[config.mk]
export PLATFORM = sky130hd
export DESIGN_NAME = window_scan_ctrl
export DESIGN_NICKNAME = d
export VERILOG_FILES = /design/src/rtl/window_scan_ctrl.sv
export SDC_FILE = /design/constraint.sdc
export NUM_CORES = 1
export LEC_CHECK = 0
export ABC_CLOCK_PERIOD_IN_PS = 2600
export CORE_ASPECT_RATIO = 0.7
export CORE_MARGIN = 1
export CORE_UTILIZATION = 30
export CTS_CLUSTER_DIAMETER = 100
export DETAILED_ROUTE_END_ITERATION = 12
export GPL_TIMING_DRIVEN = 0
export PLACE_DENSITY = 0.56
export SETUP_SLACK_MARGIN = 0.4
export SLEW_MARGIN = 0
export SYNTH_ARGS = -nofsm -noshare
export SYNTH_HDL_FRONTEND = slang
export SYNTH_SLANG_ARGS = --single-unit
[constraint.sdc]
create_clock -name clk -period 2.6 [get_ports clk]
set_clock_uncertainty 0.2 [all_clocks]
set_input_delay 0.26 -clock clk [delete_from_list [all_inputs] [get_ports clk]]
set_output_delay 0.26 -clock clk [all_outputs]
set_load 0.05 [all_outputs]
[src/rtl/window_scan_ctrl.sv]
// Fill/scan sequencer for the padded 3x3 window memory of one strip.
// Optional WSC_STALL_CNT_EN adds a saturating downstream-stall cycle counter.
module window_scan_ctrl #(
    parameter int unsigned IMG_W      = 256,
    parameter int unsigned PAD_W      = 258,
    parameter int unsigned STRIP_ROWS = 32,
    parameter int unsigned AW         = 14
) (
    input  logic          clk,
    input  logic          rst_n,
    input  logic          start,
    input  logic          in_valid,
    output logic          in_ready,
    output logic          wr_en,
    output logic [AW-1:0] wr_addr,
    output logic          rd_en,
    output logic [AW-1:0] rd_base,
    output logic          win_valid,
    input  logic          win_ready,
    output logic          busy,
    output logic          done
`ifdef WSC_STALL_CNT_EN
    ,
    output logic [15:0]   stall_cnt
`endif
);

    localparam int unsigned DEPTH = PAD_W * (STRIP_ROWS + 2);
    localparam int unsigned CW    = (IMG_W > 1) ? $clog2(IMG_W) : 1;
    localparam int unsigned RW    = (STRIP_ROWS > 1) ? $clog2(STRIP_ROWS) : 1;

    localparam logic [AW-1:0] LAST_WADDR = AW'(DEPTH - 1);
    localparam logic [AW-1:0] ROW_STEP   = AW'(PAD_W);
    localparam logic [CW-1:0] COL_LAST   = CW'(IMG_W - 1);
    localparam logic [RW-1:0] ROW_LAST   = RW'(STRIP_ROWS - 1);

    localparam logic [2:0] S_IDLE  = 3'd0;
    localparam logic [2:0] S_FILL  = 3'd1;
    localparam logic [2:0] S_SCAN  = 3'd2;
    localparam logic [2:0] S_DRAIN = 3'd3;
    localparam logic [2:0] S_DONE  = 3'd4;

    logic [2:0]    state_q, state_d;
    logic [AW-1:0] wcnt_q, wcnt_d;
    logic [RW-1:0] row_q, row_d;
    logic [CW-1:0] col_q, col_d;
    logic [AW-1:0] row_base_q, row_base_d;
    logic [AW-1:0] out_addr_q, out_addr_d;
    logic          win_valid_q, win_valid_d;
    logic [AW-1:0] next_addr;
    logic          stall;
`ifdef WSC_STALL_CNT_EN
    logic [15:0]   stall_cnt_q, stall_cnt_d;
`endif

    always_comb begin
        state_d    = state_q;
        wcnt_d     = wcnt_q;
        row_d      = row_q;
        col_d      = col_q;
        row_base_d = row_base_q;
        out_addr_d = out_addr_q;
        in_ready   = 1'b0;
        wr_en      = 1'b0;
        rd_en      = 1'b0;
        rd_base    = '0;
        next_addr  = row_base_q + AW'(col_q);
        stall      = win_valid_q & ~win_ready;

        case (state_q)
            S_IDLE: begin
                if (start) begin
                    state_d    = S_FILL;
                    wcnt_d     = '0;
                    row_d      = '0;
                    col_d      = '0;
                    row_base_d = '0;
                    out_addr_d = '0;
                end
            end
            S_FILL: begin
                in_ready = 1'b1;
                wr_en    = in_valid;
                if (in_valid) begin
                    wcnt_d = wcnt_q + AW'(1);
                    if (wcnt_q == LAST_WADDR) state_d = S_SCAN;
                end
            end
            S_SCAN: begin
                rd_en = 1'b1;
                // A stalled window is re-read from out_addr so the taps keep presenting it.
                if (stall) begin
                    rd_base = out_addr_q;
                end else begin
                    rd_base    = next_addr;
                    out_addr_d = next_addr;
                    if (col_q == COL_LAST) begin
                        col_d      = '0;
                        row_d      = row_q + RW'(1);
                        row_base_d = row_base_q + ROW_STEP;
                        if (row_q == ROW_LAST) state_d = S_DRAIN;
                    end else begin
                        col_d = col_q + CW'(1);
                    end
                end
            end
            S_DRAIN: begin
                if (stall) begin
                    rd_en   = 1'b1;
                    rd_base = out_addr_q;
                end else if (win_valid_q && win_ready) begin
                    state_d = S_DONE;
                end
            end
            S_DONE: begin
                state_d = S_IDLE;
            end
            default: begin
                state_d = S_IDLE;
            end
        endcase

        win_valid_d = rd_en;
    end

`ifdef WSC_STALL_CNT_EN
    always_comb begin
        stall_cnt_d = stall_cnt_q;
        if (state_q == S_IDLE && start) begin
            stall_cnt_d = '0;
        end else if (stall && stall_cnt_q != '1) begin
            stall_cnt_d = stall_cnt_q + 16'd1;
        end
    end

    always_ff @(posedge clk) begin
        if (!rst_n) stall_cnt_q <= '0;
        else        stall_cnt_q <= stall_cnt_d;
    end

    assign stall_cnt = stall_cnt_q;
`endif

    always_ff @(posedge clk) begin
        if (!rst_n) begin
            state_q     <= S_IDLE;
            wcnt_q      <= '0;
            row_q       <= '0;
            col_q       <= '0;
            row_base_q  <= '0;
            out_addr_q  <= '0;
            win_valid_q <= 1'b0;
        end else begin
            state_q     <= state_d;
            wcnt_q      <= wcnt_d;
            row_q       <= row_d;
            col_q       <= col_d;
            row_base_q  <= row_base_d;
            out_addr_q  <= out_addr_d;
            win_valid_q <= win_valid_d;
        end
    end

    assign wr_addr   = wcnt_q;
    assign win_valid = win_valid_q;
    assign busy      = (state_q != S_IDLE);
    assign done      = (state_q == S_DONE);

endmodule

==> results.json <==
{
  "core.rowCount": 31,
  "antenna_cells": 0,
  "via_per_inst": 5.12,
  "postRouteAntennaNets": 0,
  "drcViolationCount": 0,
  "period_minus_slack_ps": 2790,
  "setup_viol": 8,
  "area_delta_synth_final_pct": 64.0,
  "htree_num_levels": 3,
  "firstDrtPassIters": 5,
  "critPathArrivalTime_ps": 2330,
  "cts_tree": "done",
  "coreArea_um2": 10600,
  "port_buffers": 37,
  "finalHoldViolations": 0,
  "internal_power_uw": 1850,
  "cts.path.max_buffers": 2,
  "nets": 544,
  "post-route-util": 0.515,
  "start_util": 0.314,
  "fmax_mhz": 359,
  "yosysUniqueCellTypes": 55,
  "maxCapViolCount": 0,
  "violations": "negative setup slack",
  "antenna_found_initial": 0,
  "relSlewSlack": 0.422,
  "regArea_um2": 1200,
  "crit_required_ps": 2140,
  "rsz0062_at_grt": "true",
  "synthFlopType": "dfxtp_1",
  "setup_slack_ps": -187,
  "numCtsBuffers": 9,
  "tightest_slew_ps": 866,
  "power_frac_seq": 0.366,
  "slew_viol_final": 0,
  "preCtsSetupSlack_ps": -951,
  "yosys_warnings": 0,
  "p_sw_uw": 600,
  "ys_ff_latch": 58,
  "overflow": 0,
  "pwr_density_cell_nw_per_um2": 451,
  "path_clk_slew_ps": 50,
  "layout_common_cells": "48 x buf_4, 44 x nand2_1, 42 x nor2_1",
  "num-fill-cells": 965,
  "synth_nets": 433,
  "pwr-share-comb": 0.101,
  "cts_root_buffer": "clkbuf_16",
  "clk-insertion-delay-late_ps": 330,
  "synth.yosys.seq_area_share": 0.351,
  "async_flop_share": 0,
  "ioPinCount": 39,
  "cts_sinks": 58,
  "tns_ps": -643,
  "syn_area_per_cell_um2": 7.98,
  "final_common_cell": "buf_4",
  "drt-total-wl_um": 10900,
  "multi_input_area_um2": 2530,
  "hpwl_um": 6670,
  "netSwitchingFraction": 0.245,
  "grt_max_degree": 11,
  "grt_pass1_vias": 3237,
  "drive_gt1_frac": 0.407,
  "period_share": 1.07,
  "syn-cell-area_um2": 3310,
  "clkPwrFrac": 0.532,
  "start_kind": "flop",
  "grt_pass1_wl_um": 16800,
  "cts_hold_buf": 0,
  "die_w_um": 128,
  "grt_usage": 0.187,
  "crit_type": "flop to output pin",
  "drtIter0Drc": 204,
  "p_leak_uw": 0.00207,
  "ir_drop_mv": 0.342,
  "critPathCaptureType": "output pin",
  "status": "finished, violations left",
  "synth_enable_flop_cells": 0,
  "wl_per_cell_um": 16.1,
  "syn_inst": 415,
  "fp.dieH_um": 89.9,
  "worstHoldPathType": "primary input to flop",
  "critPathMaxFanout": 3,
  "die_area_um2": 11500,
  "gp_congestion": 0.873,
  "vias": 3479
}
==> power groups by stage <==
stage                     Combinational, uW  Sequential (uW)  Clock (uW)
after global routing                    264              898        1360
after floorplan                         117              926           0
final                                   248              897        1300
after detailed placement                180              922           0
after CTS                               183              899        1320
after global placement                  178              922           0
==> through the flow <==
| step | cell area [um^2] | power, uW | hold slack (ps) | instances |
|---|---|---|---|---|
| CTS | 4910 | 2400 | 198 | 650 |
| detailed placement | 4040 | 1100 | 248 | 600 |
| finish | 5430 | 2450 | 246 | 679 |
| global route | 5430 | 2520 | 259 | 679 |
| global placement | 4040 | 1100 | 243 | 600 |
| floorplan | 3480 | 1040 | 236 | 415 |
==> kinds of logic (layout without fill, tap and decap cells) <==
logic type / count (synthesis) / after routing / synth area share
AND/OR/NAND/NOR: 203 / 204 / 0.309
AO/OA/AOI/OAI: 76 / 76 / 0.155
flip-flops: 58 / 58 / 0.351
XOR/XNOR: 31 / 31 / 0.0820
buffers and inverters: 29 / 144 / 0.0389
adder cells (fa/ha/maj): 13 / 13 / 0.0491
multiplexers: 5 / 5 / 0.0155
==> registers in the layout (all words and copies together), names as in the netlist <==
signal	flops
state_q	3
row_q	5
row_base_q	13
col_q	8
out_addr_q	14
wr_addr	14
win_valid	1
==> cells in the mapped netlist (3+ instances only) <==
cell type | number | share of area
a211oi_1 | 3 | 0.0068
a21o_1 | 3 | 0.0068
a21oi_1 | 31 | 0.047
a22o_1 | 3 | 0.0079
a22oi_1 | 3 | 0.0068
and2_1 | 6 | 0.011
and3_1 | 14 | 0.026
buf_2 | 10 | 0.015
clkbuf_1 | 12 | 0.014
dfxtp_1 | 58 | 0.35
ha_1 | 13 | 0.049
inv_1 | 6 | 0.0068
mux2i_1 | 4 | 0.012
nand2_1 | 60 | 0.068
nand3_1 | 24 | 0.036
nand4_1 | 12 | 0.023
nand4b_1 | 3 | 0.0079
nor2_1 | 45 | 0.051
nor2b_1 | 4 | 0.0076
nor3_1 | 8 | 0.012
nor3b_1 | 3 | 0.0068
o21a_1 | 3 | 0.0068
o21ai_0 | 9 | 0.014
or3_1 | 8 | 0.015
xnor2_1 | 12 | 0.032
xor2_1 | 19 | 0.050
==> routing by layer <==
metal | vias to the layer above | track usage | share of wire
met4 | 0 | 0.0520 | 0.010
li1 | 1706 | - | -
met5 | - | 0 | 0
met1 | 1667 | 0.269 | 0.50
met3 | 13 | 0.0554 | 0.063
met2 | 93 | 0.268 | 0.42
==> what timing repair did <==
action | CTS | global route
setup buffers | 32 | 26
setup endpoints to repair | 42 | 48
cloned | 2 | 3
gates resized for setup | 186 | 70
pin swaps | 22 | 50
==> final timing paths <==
path	startpoint	end	slack, ps	cells past startpoint
setup / recovery	col_q[6]	rd_base[13]	-190	8
hold / removal	rst_n	state_q[2]	250	3
hold reg to reg	out_addr_q[8]	out_addr_q[8]	260	2
setup reg to reg	row_base_q[4]	out_addr_q[9]	-110	14
==> layout make-up <==
cell class,count,area share
clock inverters,4,0.0138
plain buffers,23,0.0389
well taps,148,0.0341
multi-input cells,329,0.466
repair buffers,99,0.176
inverters,6,0.00415
flip-flops and latches,58,0.221
clock buffers,12,0.0454
==> critical path, cell delays in order, from the launching register on <==
cell	delay, ps
dfxtp_4	360
ha_4	240
buf_8	110
a211o_1	320
and2_4	160
or4_4	400
nand4_1	190
nand2_4	70
buf_8	150
Power figures use the tool's default switching activity.
